`src/rtl/delay_line_receiver.sv`:
```
// delay_line_receiver
//   Receive-side terminator for a fixed-latency, non-stallable delay line.
//   Words leaving the line are captured in a small FIFO and presented as a
//   ready/valid stream downstream logic may stall. Loss is prevented by a
//   credit scheme: the launch end may inject a word only when a FIFO slot
//   is reserved for it (count + inflight < DEPTH).
//
// Parameters
//   WIDTH  data width in bits
//   DELAY  latency of the delay line (full rate needs DEPTH >= DELAY+2)
//   DEPTH  FIFO entries, >= 1, any value (no power-of-2 restriction)
//
// Ports
//   Clock       rising-edge clock
//   Reset       asynchronous active-high reset
//   IssueValid  launch end wants to inject a word this cycle
//   IssueReady  a credit is available; launch = IssueValid && IssueReady
//   InData      word arriving from the delay line
//   InValid     InData is valid this cycle
//   OutData     head-of-FIFO word (first-word fall-through)
//   OutValid    FIFO not empty
//   OutReady    downstream accepts OutData this cycle
//   Overflow    sticky error flag, cleared only by Reset
//   Occupancy   current FIFO entry count
module delay_line_receiver #(
   parameter int WIDTH = 32,
   parameter int DELAY = 1,
   parameter int DEPTH = 4
) (
   input  logic                           Clock,
   input  logic                           Reset,
   input  logic                           IssueValid,
   output logic                           IssueReady,
   input  logic [WIDTH-1:0]               InData,
   input  logic                           InValid,
   output logic [WIDTH-1:0]               OutData,
   output logic                           OutValid,
   input  logic                           OutReady,
   output logic                           Overflow,
   output logic [$clog2(DEPTH+1)-1:0]     Occupancy
);

   localparam int CW = $clog2(DEPTH + 1);
   localparam int PW = (DEPTH > 1) ? $clog2(DEPTH) : 1;
   localparam logic [CW-1:0] DEPTH_C  = CW'(DEPTH);
   localparam logic [PW-1:0] LAST_PTR = PW'(DEPTH - 1);

   // Elaboration-time parameter sanity
   if (DEPTH < 1) begin : g_bad_depth
      $error("delay_line_receiver: DEPTH must be at least 1");
   end
   if (DEPTH < DELAY + 2) begin : g_low_depth
      $warning("delay_line_receiver: DEPTH below DELAY+2 limits throughput");
   end

   logic [WIDTH-1:0] mem [DEPTH];
   logic [PW-1:0]    rd_ptr_r, wr_ptr_r, rd_ptr_nx_s, wr_ptr_nx_s;
   logic [CW-1:0]    count_r, inflight_r, count_nx_s, inflight_nx_s;
   logic             issue_ready_r, issue_ready_nx_s;
   logic             out_valid_r, overflow_r;
   logic             launch_s, pop_s, push_ok_s, ovf_set_s;

   // Pointer advance with wrap at DEPTH-1 (works for any DEPTH)
   function automatic logic [PW-1:0] next_ptr(input logic [PW-1:0] ptr);
      if (ptr == LAST_PTR) begin
         next_ptr = '0;
      end else begin
         next_ptr = ptr + PW'(1);
      end
   endfunction

   // Handshake decode and next-state computation
   always_comb begin
      launch_s  = IssueValid && issue_ready_r;
      pop_s     = out_valid_r && OutReady;
      // At full, a same-cycle pop frees the slot the arriving word takes
      push_ok_s = InValid && ((count_r != DEPTH_C) || pop_s);
      // Arrival with nothing in flight, or a dropped word, is an error
      ovf_set_s = InValid && ((inflight_r == '0) || !push_ok_s);

      count_nx_s = count_r;
      if (push_ok_s && !pop_s) begin
         count_nx_s = count_r + CW'(1);
      end else if (!push_ok_s && pop_s) begin
         count_nx_s = count_r - CW'(1);
      end else begin
         count_nx_s = count_r;
      end

      // Unexpected arrivals leave inflight saturated at zero
      inflight_nx_s = inflight_r + CW'(launch_s);
      if (InValid && (inflight_r != '0)) begin
         inflight_nx_s = inflight_nx_s - CW'(1);
      end else begin
         inflight_nx_s = inflight_nx_s;
      end

      rd_ptr_nx_s = pop_s     ? next_ptr(rd_ptr_r) : rd_ptr_r;
      wr_ptr_nx_s = push_ok_s ? next_ptr(wr_ptr_r) : wr_ptr_r;

      // Credit for next cycle from next registered values; compared in a
      // wider sum so misuse of the line cannot wrap the credit count
      issue_ready_nx_s = ({1'b0, count_nx_s} + {1'b0, inflight_nx_s}) < {1'b0, DEPTH_C};
   end

   // Control state and registered flags
   always_ff @(posedge Clock or posedge Reset) begin
      if (Reset) begin
         rd_ptr_r      <= '0;
         wr_ptr_r      <= '0;
         count_r       <= '0;
         inflight_r    <= '0;
         issue_ready_r <= 1'b1;
         out_valid_r   <= 1'b0;
         overflow_r    <= 1'b0;
      end else begin
         rd_ptr_r      <= rd_ptr_nx_s;
         wr_ptr_r      <= wr_ptr_nx_s;
         count_r       <= count_nx_s;
         inflight_r    <= inflight_nx_s;
         issue_ready_r <= issue_ready_nx_s;
         out_valid_r   <= (count_nx_s != '0);
         overflow_r    <= overflow_r || ovf_set_s;
      end
   end

   // FIFO storage; contents need no reset since OutValid qualifies them
   always_ff @(posedge Clock) begin
      if (push_ok_s) begin
         mem[wr_ptr_r] <= InData;
      end
   end

   assign IssueReady = issue_ready_r;
   assign OutValid   = out_valid_r;
   assign OutData    = mem[rd_ptr_r];
   assign Overflow   = overflow_r;
   assign Occupancy  = count_r;

endmodule

```
`config.mk`:
```
export PLATFORM = sky130hd
export DESIGN_NAME = delay_line_receiver
export DESIGN_NICKNAME = d
export VERILOG_FILES = /design/src/rtl/delay_line_receiver.sv
export SDC_FILE = /design/constraint.sdc
export NUM_CORES = 1
export LEC_CHECK = 0
export ABC_CLOCK_PERIOD_IN_PS = 2200
export CAP_MARGIN = 25
export CORE_MARGIN = 10
export CORE_UTILIZATION = 35
export CTS_BUF_LIST = sky130_fd_sc_hd__clkbuf_4 sky130_fd_sc_hd__clkbuf_8
export DETAILED_ROUTE_END_ITERATION = 10
export GPL_TIMING_DRIVEN = 0
export SLEW_MARGIN = 20
export SYNTH_ARGS = -nofsm -noshare
export SYNTH_HDL_FRONTEND = slang
export SYNTH_SLANG_ARGS = --single-unit
```
`constraint.sdc`:
```
create_clock -name Clock -period 2.2 [get_ports Clock]
set_clock_uncertainty 0.05 [all_clocks]
set_input_delay 0.22 -clock Clock [delete_from_list [all_inputs] [get_ports Clock]]
set_output_delay 0.22 -clock Clock [all_outputs]
set_load 0.05 [all_outputs]
```
# ---- Yosys cells after proc, flatten, opt, wreduce, memory -nomap -nowiden
# Memories as Yosys holds them, arrays and structs flattened.
# Cells that the tools add are included.
dict set report classes {
  mux 7
  n_addsub 7
  n_lt_le_gt_ge 1
  n_eq_ne 3
  n_reduce_logical 15
}
# operator count
set ops {}
lappend ops {{$mux 3} 3}
lappend ops {{$logic_and 1x1->1} 7}
lappend ops {{$reduce_bool 3->1} 2}
lappend ops {{$sub 3x1->3 const B} 2}
lappend ops {{$add 2x1->2 const B} 2}
lappend ops {{$add 3x3->4} 1}
lappend ops {{$eq 2x2->1 const B} 2}
lappend ops {{$lt 4x3->1 const B} 1}
lappend ops {{$mux 2} 2}
lappend ops {{$add 3x1->3} 1}
lappend ops {{$add 3x1->3 const B} 1}
lappend ops {{$logic_not 3->1} 1}
lappend ops {{$logic_or 1x1->1} 3}
lappend ops {{$ne 3x3->1 const B} 1}
lappend ops {{$logic_not 1->1} 2}
lappend ops {{$mux 1} 2}
dict set report word_totals {
  output_inout_bits 38
  mem_bits_rw 128
  reg_bits 13
  mem_count 1
}
# memory words word_bits rd rd_clocked_by_memory_dff write_ports line_no
set mem_list {}
lappend mem_list {mem 4 32 1 0 1 56} ;# logic [WIDTH-1:0] mem [DEPTH];

# ---- Depth between registers and ports, before layout
# Gate-level depths: netlist (run 1).
dict set report logic_depth {
  depth_word 9
  depth_mapped 12
}

# ---- Least setup slack after synthesis (run 1)
# No wires, ideal clock.
dict set report synth_timing {
  path_kind {register to register}
  from {register issue_ready_r (netlist: IssueReady)}
  to {register issue_ready_r (netlist: IssueReady)}
  slack_ns -0.401
  stages_incl_launch_ff 13
  required_ns 2.073
  setup_time_ns 0.077
  arrival_ns 2.474
  path_cell_list {dfstp_2 and2_1 ha_1 ha_1 inv_1 ha_1 nand2_1 nor3_1 a21oi_1 xnor2_1 ha_1 or3_1 a31oi_1}
}
dict set report synth_between {
  elab_chain_len 6
}
# item line_no
set synth_rtl {}
lappend synth_rtl {{start, declared} 59} ;# logic issue_ready_r, issue_ready_nx_s;
lappend synth_rtl {{start signal, assigned} 121} ;# issue_ready_r <= issue_ready_nx_s;
lappend synth_rtl {{$logic_and 1x1->1 *} 74} ;# launch_s = IssueValid && issue_ready_r;
lappend synth_rtl {{$add 3x1->3 *} 91} ;# inflight_nx_s = inflight_r + CW'(launch_s);
lappend synth_rtl {{$sub 3x1->3} 93} ;# inflight_nx_s = inflight_nx_s - CW'(1);
lappend synth_rtl {{$mux 3 *} 92} ;# if (InValid && (inflight_r != '0)) begin
lappend synth_rtl {{net inflight_nx_s[2]} 58} ;# logic [CW-1:0] count_r, inflight_r, count_nx_s, inflight_nx_s;
lappend synth_rtl {{$add 3x3->4 *} 103} ;# issue_ready_nx_s = ({1'b0, count_nx_s} + {1'b0, inflight_nx_s}) < {1'b0, DEPTH_C};
lappend synth_rtl {{$lt 4x3->1 *} 103}
lappend synth_rtl {{net issue_ready_nx_s} 59}
# Mark *: on every way through the listed nets, which the timed path passes. The rest lies on a longest branch.
# A chain may end at the register's enable or synchronous reset.

# ---- Worst setup path in the final report (run 1)
# Ends and elaborated chain as after synthesis.

==> results.md, run 1 <==
- Placer congestion estimate: just under 0.8
- Setup TNS: -273 ps
- I/O Buffers: 74
- Final nets: 403
- Drt wl/cell: around 19 um
- CORE AREA: about 15000 um^2
- Post-Synth Adder-Cell Area: just under 3%
- Largest family of logic cells by synthesized area: multiplexers
- Vias after detailed routing: roughly 2700
- Yosys reg bits: between 100 and 150
- Max-cap viol count: 0
- Chip width: ~140 um
- Unrepaired setup endpoints after global routing: yes
- Fmax: 404 MHz
- First-pass GRT wire length: between 15000 and 20000 um
- Cell Rows: 45
- Count of final setup violators: 1
- Crit-path cells: and2_4 -> ha_4 -> ha_4 -> inv_4 -> ha_4 -> nand2_4 -> nor3_2 -> a21oi_1 -> xnor2_1 -> ha_1 -> or3_1 -> a31oi_1
- Clock share of power: between 10% and 20%
- Minimum hold slack: approximately 64 ps
- Clock tree buffer depth: 2
- Peak VDD IR: 0.628 mV
- Num CTS Buffers: 17
- Slew margin rel.: 63.1%
- Max incr delay on CP: ~530 ps
- Post-place instance area: between 6000 and 7000 um^2
- Num ports: 75
- Compound-Gate Fraction of Synth Area: 1.77%
- Root buffer cell: clkbuf_8
- Top post-synthesis cells by count: edfxtp_1 (128), mux4_2 (32), ha_1 (13)
- Leak: about 2.4 nW
- Cell variety after synth: 32
- Critical path's slowest cell: dfstp_2
- Clock Pin Slew Worst Setup and Hold Paths: around 70 ps
- Antenna viol nets, final: 0
- Total gr overflow: 0
- Syn Inst Count: 250
- Routed vias/inst: between 4 and 5
- Number of flops mapped to enable cells by yosys: 128
- FF-to-FF Start: IssueReady
- Layout cells sized above 1: 35.1%
- # DRC: 0
- Syn nets: 300
- Vias in the first global route: roughly 3000
- CP endpoint kind: register
- Register share of total power: between 30% and 40%
- Design area: ~7000 um^2
- Total track usage: between 10% and 20%
- Count of final hold-check violations: 0
- Fin crit share: 112%
- Post-synth ARST share: under 10%
- Top cell type's share of synthesized area: between 70% and 80%
- Post-synthesis mux area share: approximately 14%
- Initial core utilization: between 30 and 40%
- DP Worst Slack: -585 ps
- Skew-Pair Late Insertion Delay: 430 ps
- Largest net degree at the start of global routing: 33
- Max Slew Vio Count: 0
- Detailed-route wire length: 10700 um
- # diodes: 0
- Most used cell, CP: ha_4
- Area leader, netlist: edfxtp_1
- Most common cell in the netlist: edfxtp_1
- Final HPWL DP: between 6000 and 7000 um
- Die area: approximately 21000 um^2
- Slew at the pin closest to its max-slew limit: around 550 ps
- Combinational fraction of design power: 47.3%
- Fraction of power spent switching nets: approximately 39%
- Fillcell total: 1348
- Storage element area: 4170 um^2
- Initial antenna violation count: 0
- Final Critical Period: roughly 2500 ps
- Critical Path Start Type: register
- Iter 0 DRT Violations: ~130
- Synth Area in Simple Gates: roughly 3%
- Status: finished with violations
- Synthesis Warnings: 0
- Die Ht: ~140 um
- Failing checks: negative setup slack
- H-tree depth: 4
- Post-route setup slack: -273 ps
- Critical path data required time: between 2000 and 3000 ps
- Syn_area_per_cell: 21.8 um^2
- CP Data Arrival Time: approximately 2800 ps
- Crit path from: IssueReady
- P_sw: roughly 0.0041 W
- Cell-internal power: about 0.0065 W
- Pre-antenna DRT Iters: 4
- Synth area leaders: edfxtp_1 (71%), mux4_2 (13%), dfrtp_1 (5.5%)
- Setup CP Type: reg2reg
- Synth Flop Type: edfxtp_1
- Synth Area in XOR/XNOR: 0.482%
- TritonCTS clock tree: yes
- Post-Synthesis Cell Area: between 5000 and 6000 um^2
- CTS Hold Bufs: 0
- CP Max Fanout: 2
- Sequential share of the synthesized area: between 70% and 80%
- Footprint of the multi-input gates: about 1300 um^2
- HP Class: in2async
- P per Cell Area: 1510 nW/um^2
- Layout area overhead: 29.0%
- CTS sink cnt: 141
[metal layers]
metal | part of all wire [%] | GRT usage (%) | wire length, um
met3 | 6.1 | 4.53 | 654
met4 | 1.1 | 3.99 | 121
met1 | 41 | 12.0 | 4360
met2 | 52 | 17.9 | 5560
met5 | 0 | 0 | 0
[path summary, 6_finish.rpt]
check	endpoint	slack, ps	cells past startpoint
max	IssueReady	-270	12
min	Overflow	60	2
max reg2reg	IssueReady	-270	12
min reg2reg	Overflow	430	1
max in group asynchronous	rd_ptr_r[1]	1660	2
min in group Clock	mem[2][7]	370	1
[metrics by stage]
stage	cells	power (W)	util [%]
after global placement	535	0.00842	42.3
after detailed placement	535	0.00847	42.3
after floorplan	250	0.00697	-
after CTS	571	0.0102	44.6
final	576	0.0106	46.1
after global routing	576	0.0112	46.1
[registers in the layout (all words and copies together), names as in the netlist]
register / count
Occupancy: 3
Overflow: 1
IssueReady: 1
mem: 128
rd_ptr_r: 2
OutValid: 1
inflight_r: 3
wr_ptr_r: 2
[timing repair]
| action | in CTS | in global routing |
|---|---|---|
| gates cloned | 0 | 4 |
| setup buffers | 6 | 2 |
| setup endpoints to repair | 161 | 30 |
| resized for setup | 190 | 60 |
| pin swaps | 5 | 2 |
[power groups by stage]
stage	Sequential (W)	Clock (W)	Combinational [W]
after floorplan	0.00389	0	0.00308
after global placement	0.00378	0	0.00463
after detailed placement	0.00382	0	0.00465
after CTS	0.00379	0.00185	0.00460
after global routing	0.00386	0.00197	0.00536
final	0.00379	0.00179	0.00501
[kinds of logic after synthesis]
family / Yosys count
AND/OR/NAND/NOR: 28
adder cells (fa/ha/maj): 13
buffers and inverters: 16
XOR/XNOR: 3
multiplexers: 35
AO/OA/AOI/OAI: 14
flip-flops: 141
[cells in the final DEF (no fill, tap or decap), types with 5 or more instances in the layout]
master / n
clkdlybuf4s50_1: 42
buf_6: 12
mux4_2: 32
clkbuf_8: 17
dfrtp_1: 10
inv_1: 6
ha_1: 10
clkbuf_4: 5
buf_4: 23
buf_2: 6
edfxtp_1: 128
[layout make-up]
type                       instances  share of cell area [%]
sequential                       141                    59.4
multi-input combinational         93                    18.2
timing repair buffer              85                    12.0
clock buffer                      21                    3.76
tap                              211                    3.76
buffer                             8                    1.51
clock inverter                    10                    1.07
inverter                           7                   0.409
[critical path, delay by kind of cell, from the launching register on]
kind / cells / cell delay (ps)
XOR/XNOR: 1 / 230
flip-flops: 1 / 530
adder cells (fa/ha/maj): 4 / 710
AND/OR/NAND/NOR: 4 / 610
buffers and inverters: 1 / 50
AO/OA/AOI/OAI: 2 / 220
Power figures use the tool's default switching activity.
==> run 2: changes to the inputs <==
--- a/config.mk
+++ b/config.mk
@@ -11,7 +11,6 @@
 export CORE_UTILIZATION = 35
 export CTS_BUF_LIST = sky130_fd_sc_hd__clkbuf_4 sky130_fd_sc_hd__clkbuf_8
 export DETAILED_ROUTE_END_ITERATION = 10
-export GPL_TIMING_DRIVEN = 0
 export SLEW_MARGIN = 20
 export SYNTH_ARGS = -nofsm -noshare
 export SYNTH_HDL_FRONTEND = slang
==> run 2 against run 1 <==
Net effect:
- the flow still finishes with violations (negative setup slack)
- non-clock buffer count rose by 7
- setup slack improved by 33 ps
- global-route usage rose by 0.11 points
- cell area increased by 3.1%
==> results.md, run 2 (same netlist as run 1, synthesis figures left out) <==
- Status: finished with violations
- Failing checks: negative setup slack
- Critical Path Start Type: register
- CP endpoint kind: register
- Detailed-route wire length: 10600 um (-0.66%)
- Clock Pin Slew Worst Setup and Hold Paths: 80 ps (about the same)
- Design area: 7250 um^2 (+3.1%)
- Fraction of power spent switching nets: 37.6% (-0.94 points)
- Final HPWL DP: 6880 um (+6.1%)
- CTS sink cnt: 141 (unchanged)
- CP Data Arrival Time: 2760 ps (-20 ps)
- Clock share of power: 19.4% (+2.5 points)
- Vias after detailed routing: 2722 (-0.073%)
- Post-route setup slack: -240 ps (+32.8 ps)
- Max Slew Vio Count: 0 (unchanged)
- Worst r2r path cells: 12 (unchanged)
- Drt wl/cell: 18.2 um (-2.0%)
- Root buffer cell: clkbuf_8
- Cell Rows: 45 (unchanged)
- Total track usage: 10.8% (+0.11 points)
- Crit-path cells: and2_4 -> ha_4 -> ha_4 -> inv_2 -> ha_4 -> nand2_4 -> nor3_4 -> a21oi_2 -> xnor2_2 -> ha_1 -> or3_1 -> a31oi_1
- Die area: 21000 um^2 (unchanged)
- Num ports: 75 (unchanged)
- Crit-path leading delay family: adder cells
- Placer congestion estimate: 0.787 (+1.2%)
- Initial antenna violation count: 1 (+1)
- TritonCTS clock tree: yes
- Chip width: 145 um (unchanged)
- Leak: 2.53 nW (+4.4%)
- Initial core utilization: 35.7% (unchanged)
- Slew at the pin closest to its max-slew limit: 527 ps (-25.7 ps)
- Skew-Pair Late Insertion Delay: 430 ps (about the same)
- Final Critical Period: 2440 ps (-32.8 ps)
- Total gr overflow: 0 (unchanged)
- CP Depth: 12 (unchanged)
- Unrepaired setup endpoints after global routing: yes
- Max-cap viol count: 0 (unchanged)
- Max incr delay on CP: 530 ps (about the same)
- Count of final setup violators: 1 (unchanged)
- First-pass GRT wire length: 16500 um (+0.42%)
- Iter 0 DRT Violations: 141 (+10%)
- Cell-internal power: 0.00698 W (+7.2%)
- Minimum hold slack: 62.7 ps (-0.949 ps)
- Count of final hold-check violations: 0 (unchanged)
- Fmax: 410 MHz (+1.3%)
- Slew margin rel.: 64.8% (+1.7 points)
- Most common cell after layout, fill and taps aside: edfxtp_1
- Register share of total power: 33.6% (-2.2 points)
- Post-place instance area: 6740 um^2 (+4.3%)
- # DRC: 0 (unchanged)
- Clock tree buffer depth: 2 (unchanged)
- # diodes: 0 (unchanged)
- Antenna viol nets, final: 0 (unchanged)
- Core Util, Final: 47.5% (+1.4 points)
- Vias in the first global route: 3027 (-0.30%)
- CP Max Fanout: 2 (unchanged)
- Num CTS Buffers: 17 (unchanged)
- Combinational fraction of design power: 47.0% (-0.3 points)
- P_sw: 0.00421 W (+3.0%)
- Largest Register: mem
- Critical path data required time: 2520 ps (about the same)
- Setup CP Type: reg2reg
- HP Class: in2async
- Largest net degree at the start of global routing: 24 (-27%)
- Critical path's slowest cell: dfstp_2
- Die Ht: 145 um (unchanged)
- Pre-antenna DRT Iters: 4 (unchanged)
- Commonest cells after routing, fill and taps aside: edfxtp_1 (128), clkdlybuf4s50_1 (42), buf_4 (40)
- CORE AREA: 15300 um^2 (unchanged)
- Routed vias/inst: 4.66 (-1.4%)
- Crit path buf inv count: 1 (unchanged)
- H-tree depth: 4 (unchanged)
- Final nets: 410 (+1.7%)
- I/O Buffers: 74 (unchanged)
- Largest register FFs: 128 (unchanged)
- Layout area overhead: 33.0%
- CTS Hold Bufs: 0 (unchanged)
- P per Cell Area: 1540 nW/um^2 (+2.4%)
- Layout cells sized above 1: 38.3% (+3.3 points)
- Peak VDD IR: 0.873 mV (+39%)
- Fin crit share: 111% (-1.5 points)
- Most used cell, CP: ha_4
==> run 2: timing repair <==
item,in CTS,in global routing
pin swaps,5,3
setup endpoints to repair,1,1
setup buffers,2,0
gates resized for setup,9,4
==> run 2: final timing paths <==
kind | slack [ps] | endpoint | from
setup / recovery | -240 | IssueReady | IssueReady
hold / removal | 60 | OutValid | Reset
setup reg to reg | -240 | IssueReady | IssueReady
hold reg to reg | 440 | Overflow | Overflow
max in group asynchronous | 1660 | rd_ptr_r[0] | Reset
min in group Clock | 370 | mem[0][25] | InData[25]
==> run 2: final cells by class <==
class / count / area, um^2
clock inverters: 12 / 161
inverters: 7 / 26.3
well taps: 211 / 264
clock buffers: 20 / 263
flip-flops and latches: 141 / 4170
fillers: 1316 / 8010
multi-input cells: 93 / 1280
repair buffers: 100 / 1080
==> run 2: through the flow <==
step | total power [W] | std cells | setup TNS [ps] | setup slack [ps]
2_1_floorplan | 0.00697 | 250 | -399 | -399
3_5_place_dp | 0.00903 | 550 | -602 | -602
3_3_place_gp | 0.00897 | 550 | -513 | -513
4_1_cts | 0.0113 | 584 | -295 | -295
5_1_grt | 0.0118 | 584 | -356 | -356
6_report | 0.0112 | 584 | -240 | -240
==> run 2: routing by layer <==
layer  vias up  track usage, %  share of wire, %
li1       1249               -                 -
met1      1397            12.0                41
met2        60            18.0                52
met3        14            4.27               5.5
met5         -               0              0.12
met4         2            4.95               1.3
==> run 2: power groups by stage <==
stage / registers, W / clock network, W / logic, W
2_1_floorplan: 0.00389 / 0 / 0.00308
4_1_cts: 0.00376 / 0.00224 / 0.00534
5_1_grt: 0.00382 / 0.00236 / 0.00561
3_3_place_gp: 0.00378 / 0 / 0.00519
3_5_place_dp: 0.00381 / 0 / 0.00522
6_report: 0.00376 / 0.00216 / 0.00526
